[config.mk]
export PLATFORM = sky130hd
export DESIGN_NAME = bcd_counter4
export DESIGN_NICKNAME = d
export VERILOG_FILES = /design/src/rtl/bcd_counter4.sv
export SDC_FILE = /design/constraint.sdc
export NUM_CORES = 1
export LEC_CHECK = 0
export BUFFER_PORTS_ARGS = -buffer_cell sky130_fd_sc_hd__buf_2
export CAP_MARGIN = 20
export CORE_ASPECT_RATIO = 1.25
export CORE_UTILIZATION = 62
export CTS_CLUSTER_DIAMETER = 60
export CTS_CLUSTER_SIZE = 25
export DETAILED_ROUTE_END_ITERATION = 8
export GPL_TIMING_DRIVEN = 0
export PLACE_DENSITY_LB_ADDON = 0.3
export SLEW_MARGIN = 0
export SYNTH_ARGS = -nofsm -noshare
export SYNTH_HDL_FRONTEND = slang
export SYNTH_SLANG_ARGS = --single-unit
[constraint.sdc]
create_clock -name clk -period 5 [get_ports clk]
set_input_delay 1 -clock clk [delete_from_list [all_inputs] [get_ports clk]]
set_output_delay 1 -clock clk [all_outputs]
set_load 0.02 [all_outputs]
[src/rtl/bcd_counter4.sv]
// Four-digit BCD up/down counter with prescaled count tick, parallel load and wrap flag.
// Define BCD_COUNTER4_SATURATE_EN to stop at 9999/0000 instead of wrapping (wrap then flags a limit hit).
module bcd_counter4 #(
  parameter int unsigned CLK_DIV = 50000000
) (
  input  logic        clk,
  input  logic        rst,
  input  logic        en,
  input  logic        up,
  input  logic        load,
  input  logic [15:0] load_val,
  output logic [3:0]  x0,
  output logic [3:0]  x1,
  output logic [3:0]  x2,
  output logic [3:0]  x3,
  output logic        wrap
);

  localparam int unsigned PW = (CLK_DIV > 1) ? $clog2(CLK_DIV) : 1;
  localparam logic [PW-1:0] PMAX = PW'(CLK_DIV - 1);

  logic [PW-1:0]   pcnt;
  logic            tick;
  logic [3:0][3:0] dig;
  logic [3:0][3:0] step;
  logic [3:0][3:0] ldig;
  logic            limit;

  assign tick = en && (pcnt == PMAX);

  always_ff @(posedge clk) begin
    if (rst) begin
      pcnt <= '0;
    end else if (load) begin
      pcnt <= '0;
    end else if (en) begin
      if (tick) pcnt <= '0;
      else      pcnt <= pcnt + PW'(1);
    end
  end

  // Ripple the carry/borrow from x0 upward; a carry out of x3 marks the 9999/0000 boundary.
  always_comb begin
    logic carry;
    step  = dig;
    carry = 1'b1;
    for (int unsigned i = 0; i < 4; i++) begin
      if (carry) begin
        if (up) begin
          if (dig[i] == 4'd9) begin
            step[i] = 4'd0;
          end else begin
            step[i] = dig[i] + 4'd1;
            carry   = 1'b0;
          end
        end else begin
          if (dig[i] == 4'd0) begin
            step[i] = 4'd9;
          end else begin
            step[i] = dig[i] - 4'd1;
            carry   = 1'b0;
          end
        end
      end
    end
    limit = carry;
  end

  always_comb begin
    ldig = '0;
    for (int unsigned i = 0; i < 4; i++) begin
      ldig[i] = (load_val[4*i +: 4] > 4'd9) ? 4'd9 : load_val[4*i +: 4];
    end
  end

  always_ff @(posedge clk) begin
    if (rst) begin
      dig  <= '0;
      wrap <= 1'b0;
    end else if (load) begin
      dig  <= ldig;
      wrap <= 1'b0;
    end else if (tick) begin
`ifdef BCD_COUNTER4_SATURATE_EN
      if (!limit) dig <= step;
`else
      dig <= step;
`endif
      wrap <= limit;
    end else begin
      wrap <= 1'b0;
    end
  end

  assign x0 = dig[0];
  assign x1 = dig[1];
  assign x2 = dig[2];
  assign x3 = dig[3];

endmodule

## Word level (Yosys, flattened, before mapping)

Cells that the tools add are included.

- Bitwise operators: 2
- Add/subtract/negate cells: 9
- Reductions and logical operators: 14
- Equality and inequality tests: 5
- Order comparisons: 4
- Mux-type cells: 36

Operator list:

| kind | number |
|---|---|
| two-way mux 4 bit | 19 |
| two-way mux 16 bit | 2 |
| adder 26 x 1 -> 26 bit (second input constant) | 1 |
| == test 26 bit (second input constant) | 1 |
| two-way mux 26 bit | 1 |
| adder 4 x 1 -> 4 bit (second input constant) | 4 |
| == test 4 bit (second input constant) | 4 |
| > comparator 4 bit (second input constant) | 4 |
| logical NOT 4 bit | 4 |
| subtractor 4 x 1 -> 4 bit (second input constant) | 4 |
| two-way mux 1 bit | 14 |
| nonzero test 2 bit | 4 |
| AND reduction 2 bit | 3 |
| OR reduction 4 bit | 1 |
| inverter 1 bit | 2 |
| OR reduction 2 bit | 1 |
| logical AND 1 bit | 1 |

- Input port bits: 21
- Register bits: 43
- Word-level logic and storage cells: 76

## Longest topological paths before layout

- Depth in word-level cells: 8
- Mapped depth: 9
- Depth with buffers taken out: 6

## Worst setup path after synthesis

OpenSTA, ideal clock, no wires.

- Kind: input-to-reg
- From: in en
- To: reg dig (netlist bit x2[1])
- Buffers on the path: 3
- Setup slack: 2170 ps
- Arrival: 2693 ps
- Stages: 8
- Cell sequence: buf_2 > nand4_4 > or4_1 > buf_2 > or2_0 > buf_2 > o41ai_1 > a211oi_1

- Longest elaborated chain between the ends: 3

RTL lines:

| element | RTL line | source |
|---|---|---|
| start, declared | 8 | `input logic en,` |
| logical AND 1 bit | 29 | `assign tick = en && (pcnt == PMAX);` |
| nonzero test 2 bit (no source line) | - |  |
| AND reduction 2 bit (no source line) | - |  |
| end signal, assigned | 81 | `dig <= ldig;` |
| end signal, assigned | 87 | `dig <= step;` |
| end, declared | 24 | `logic [3:0][3:0] dig;` |

No other way between the ends.
A chain may end at the register's enable or synchronous reset.

## Final worst setup path

Ends and elaborated chain as after synthesis.

==> impl_metrics.ini <==
[floorplanning]
die_h_um = 76.1
die-area_um2 = 4660
initial_utilization = 0.659
io_pins = 38
die_w_um = 61.3
row_count = 26
core_um2 = 4130

[pwr]
power_w = 0.000745
ir_drop_mv = 0.187
p_leak_nw = 1.11
cellPowerDensity_nw_per_um2 = 243

[synth]
synth.distinct_cells = 58
synth-main-ff-cell = dfxtp_1
syn_area_um2 = 2720
yosys_warnings = 0
synth_cells = 352
synth_seq_area_share = 0.316
synth-seq-cells = 43
synth-edff-count = 0
syn_nets = 374
synthArstFlopShare = 0
avgSynthCellArea_um2 = 7.73

[clocking]
ctsResizeCount = 0
post_cts_buffers = 0
cts-buffers-inserted = 5
ctsHoldBuffers = 0
clk_pin_slew_worst_paths_ns = 0.08
cts.sinks = 43
insertion_delay_ns = 0.30
cts-root-buf = clkbuf_8
clk_path_buf_depth = 2
htreeDepth = 2
cts_tree = yes

[run_status]
outcome = finished clean

[setup_path]
crit_chain = buf_2 > nand4_4 > or4_1 > buf_2 > or2_0 > buf_2 > o41ai_1 > a211oi_1
cp-end-kind = flip-flop
required_ns = 5.16
slowest_stage = or4_1
slowest_delay_ns = 0.53
crit_type = in2reg
critPathLaunchType = primary input
cp_data_arrival_time_ns = 2.99
timing.critical_path.mode_cell = buf_2
critPathMaxFanout = 9

[final_layout]
synthToLayoutAreaGrowth_pct = 12.6
fillers = 335
layout.nets = 415
layout-drive-gt1-share = 0.137
diodes = 0
final_core_util = 0.742
stdcell_count = 449

[global_routing]
grt_antenna_before_repair = 0
grt_pass1_vias = 2641
grt_max_degree = 13
grt-ovfl-total = 0
grt_pass1_wl_um = 11400
globalRouteTotalUtil = 0.314

[timing]
period_needed_ns = 2.82
finalClockSkew_ns = 0.0146
maxClockFrequency_mhz = 355
drv_slew = 0
worstMarginPinSlew_ns = 0.896
final.period_utilization = 0.564
setup_tns_ns = 0
finalSetupViolations = 0
finalHoldViolCount = 0
max-slew-margin-rel = 0.398
grt_setup_unrepaired = false

[placement]
routabilityCongestion = 0.915
hpwl_um = 5060
dpl.cell_count = 442
portBuffers = 34

[detailed_routing]
vias_per_cell = 6.23
drtIter0Drc = 326
wl_um = 6970
drc = 0
ant_nets = 0
num_vias = 2797
wl_per_cell_um = 15.5
first_pass_iters = 5

[worst_hold_path]
hp-class = reg2reg

[run]
drv_cap = 0
power breakdown:
group	switching, W	internal, W	leakage [nW]
Sequential	0.00000830	0.000351	0.350
Combinational	0.0000760	0.0000453	0.709
Clock	0.000118	0.000146	0.0513
final timing paths:
path / from / end / slack [ns] / cells after the start
setup / recovery: en / x2[1] / 2.18 / 8
hold / removal: pcnt[23] / pcnt[23] / 0.49 / 2
setup reg to reg: pcnt[0] / x2[1] / 2.40 / 8
hold reg to reg: pcnt[23] / pcnt[23] / 0.49 / 2
kinds of logic (layout without fill, tap and decap cells):
kind of cell             Yosys count  in the layout  share of synthesized area
flip-flops                        43             43                      0.316
AND/OR/NAND/NOR                  162            162                      0.331
adder cells (fa/ha/maj)            1              1                    0.00460
multiplexers                       5              5                     0.0184
buffers and inverters             36             77                     0.0520
AO/OA/AOI/OAI                     73             73                      0.175
XOR/XNOR                          32             32                      0.103
layout by cell type, fill, tap and decap left out, types with 3 or more instances in the layout:
cell type / n
and2_1: 5
a211oi_1: 4
a311oi_1: 3
xnor2_1: 11
nand3b_1: 3
nor2_1: 44
nand3_1: 18
o21ai_0: 20
xor2_1: 21
nor3_1: 12
buf_1: 3
mux2i_1: 5
buf_2: 39
clkbuf_1: 18
and3_1: 8
nand4_1: 12
clkbuf_8: 5
dfxtp_1: 43
inv_1: 11
nor2b_1: 5
nand2b_1: 5
nand2_1: 18
or2_2: 3
and3b_1: 3
o31ai_1: 3
a31oi_1: 4
nor4_1: 9
a21oi_1: 16
cell type report:
| type | count | area [um^2] | area share |
|---|---|---|---|
| clock inverters | 1 | 30.0 | 0.00980 |
| repair buffers | 34 | 170 | 0.0555 |
| flip-flops and latches | 43 | 861 | 0.281 |
| plain buffers | 25 | 100 | 0.0327 |
| inverters | 11 | 41.3 | 0.0135 |
| well taps | 56 | 70.1 | 0.0229 |
| multi-input cells | 273 | 1720 | 0.561 |
| clock buffers | 6 | 72.6 | 0.0237 |
critical path, delay by kind of cell:
family          cells  cell delay, ns
compound gates      2            0.60
buf+inv             3            0.53
simple gates        3            0.85
layer usage:
metal	part of all wire	global-route usage	vias to the layer above
li1	-	-	1358
met1	0.40	0.350	1292
met2	0.52	0.561	129
met3	0.056	0.0560	18
met4	0.021	0.123	0
met5	0	0	-
sequential cells by signal, indices dropped and copies added, names as in the netlist:
name / count
wrap: 1
x1: 4
pcnt: 26
x2: 4
x3: 4
x0: 4
Yosys cell counts (3+ instances only):
master / count / area [um^2]
a311oi_1: 3 / 26.3
and2_1: 5 / 31.3
xnor2_1: 11 / 96.3
and3_1: 8 / 50.1
buf_1: 3 / 11.3
nand2b_1: 5 / 31.3
clkbuf_1: 17 / 63.8
nand3b_1: 3 / 22.5
or2_2: 3 / 18.8
o31ai_1: 3 / 22.5
a21oi_1: 16 / 80.1
o21ai_0: 20 / 100
nor3_1: 12 / 60.1
nor2_1: 44 / 165
nand4_1: 12 / 75.1
mux2i_1: 5 / 50.1
nand2_1: 18 / 67.6
buf_2: 5 / 25.0
nand3_1: 18 / 90.1
nor4_1: 9 / 56.3
nor2b_1: 5 / 31.3
inv_1: 11 / 41.3
dfxtp_1: 43 / 861
a211oi_1: 4 / 30.0
and3b_1: 3 / 26.3
a31oi_1: 4 / 25.0
xor2_1: 21 / 184
per-stage QoR:
stage	worst slack (ns)	instance area, um^2	hold WS, ns
floorplan	2.17	2720	0.454
global placement	1.95	2960	0.471
detailed placement	1.92	2960	0.475
CTS	2.21	3060	0.486
global route	2.11	3060	0.530
finish	2.18	3060	0.486
(Power assumes the default switching activity.)
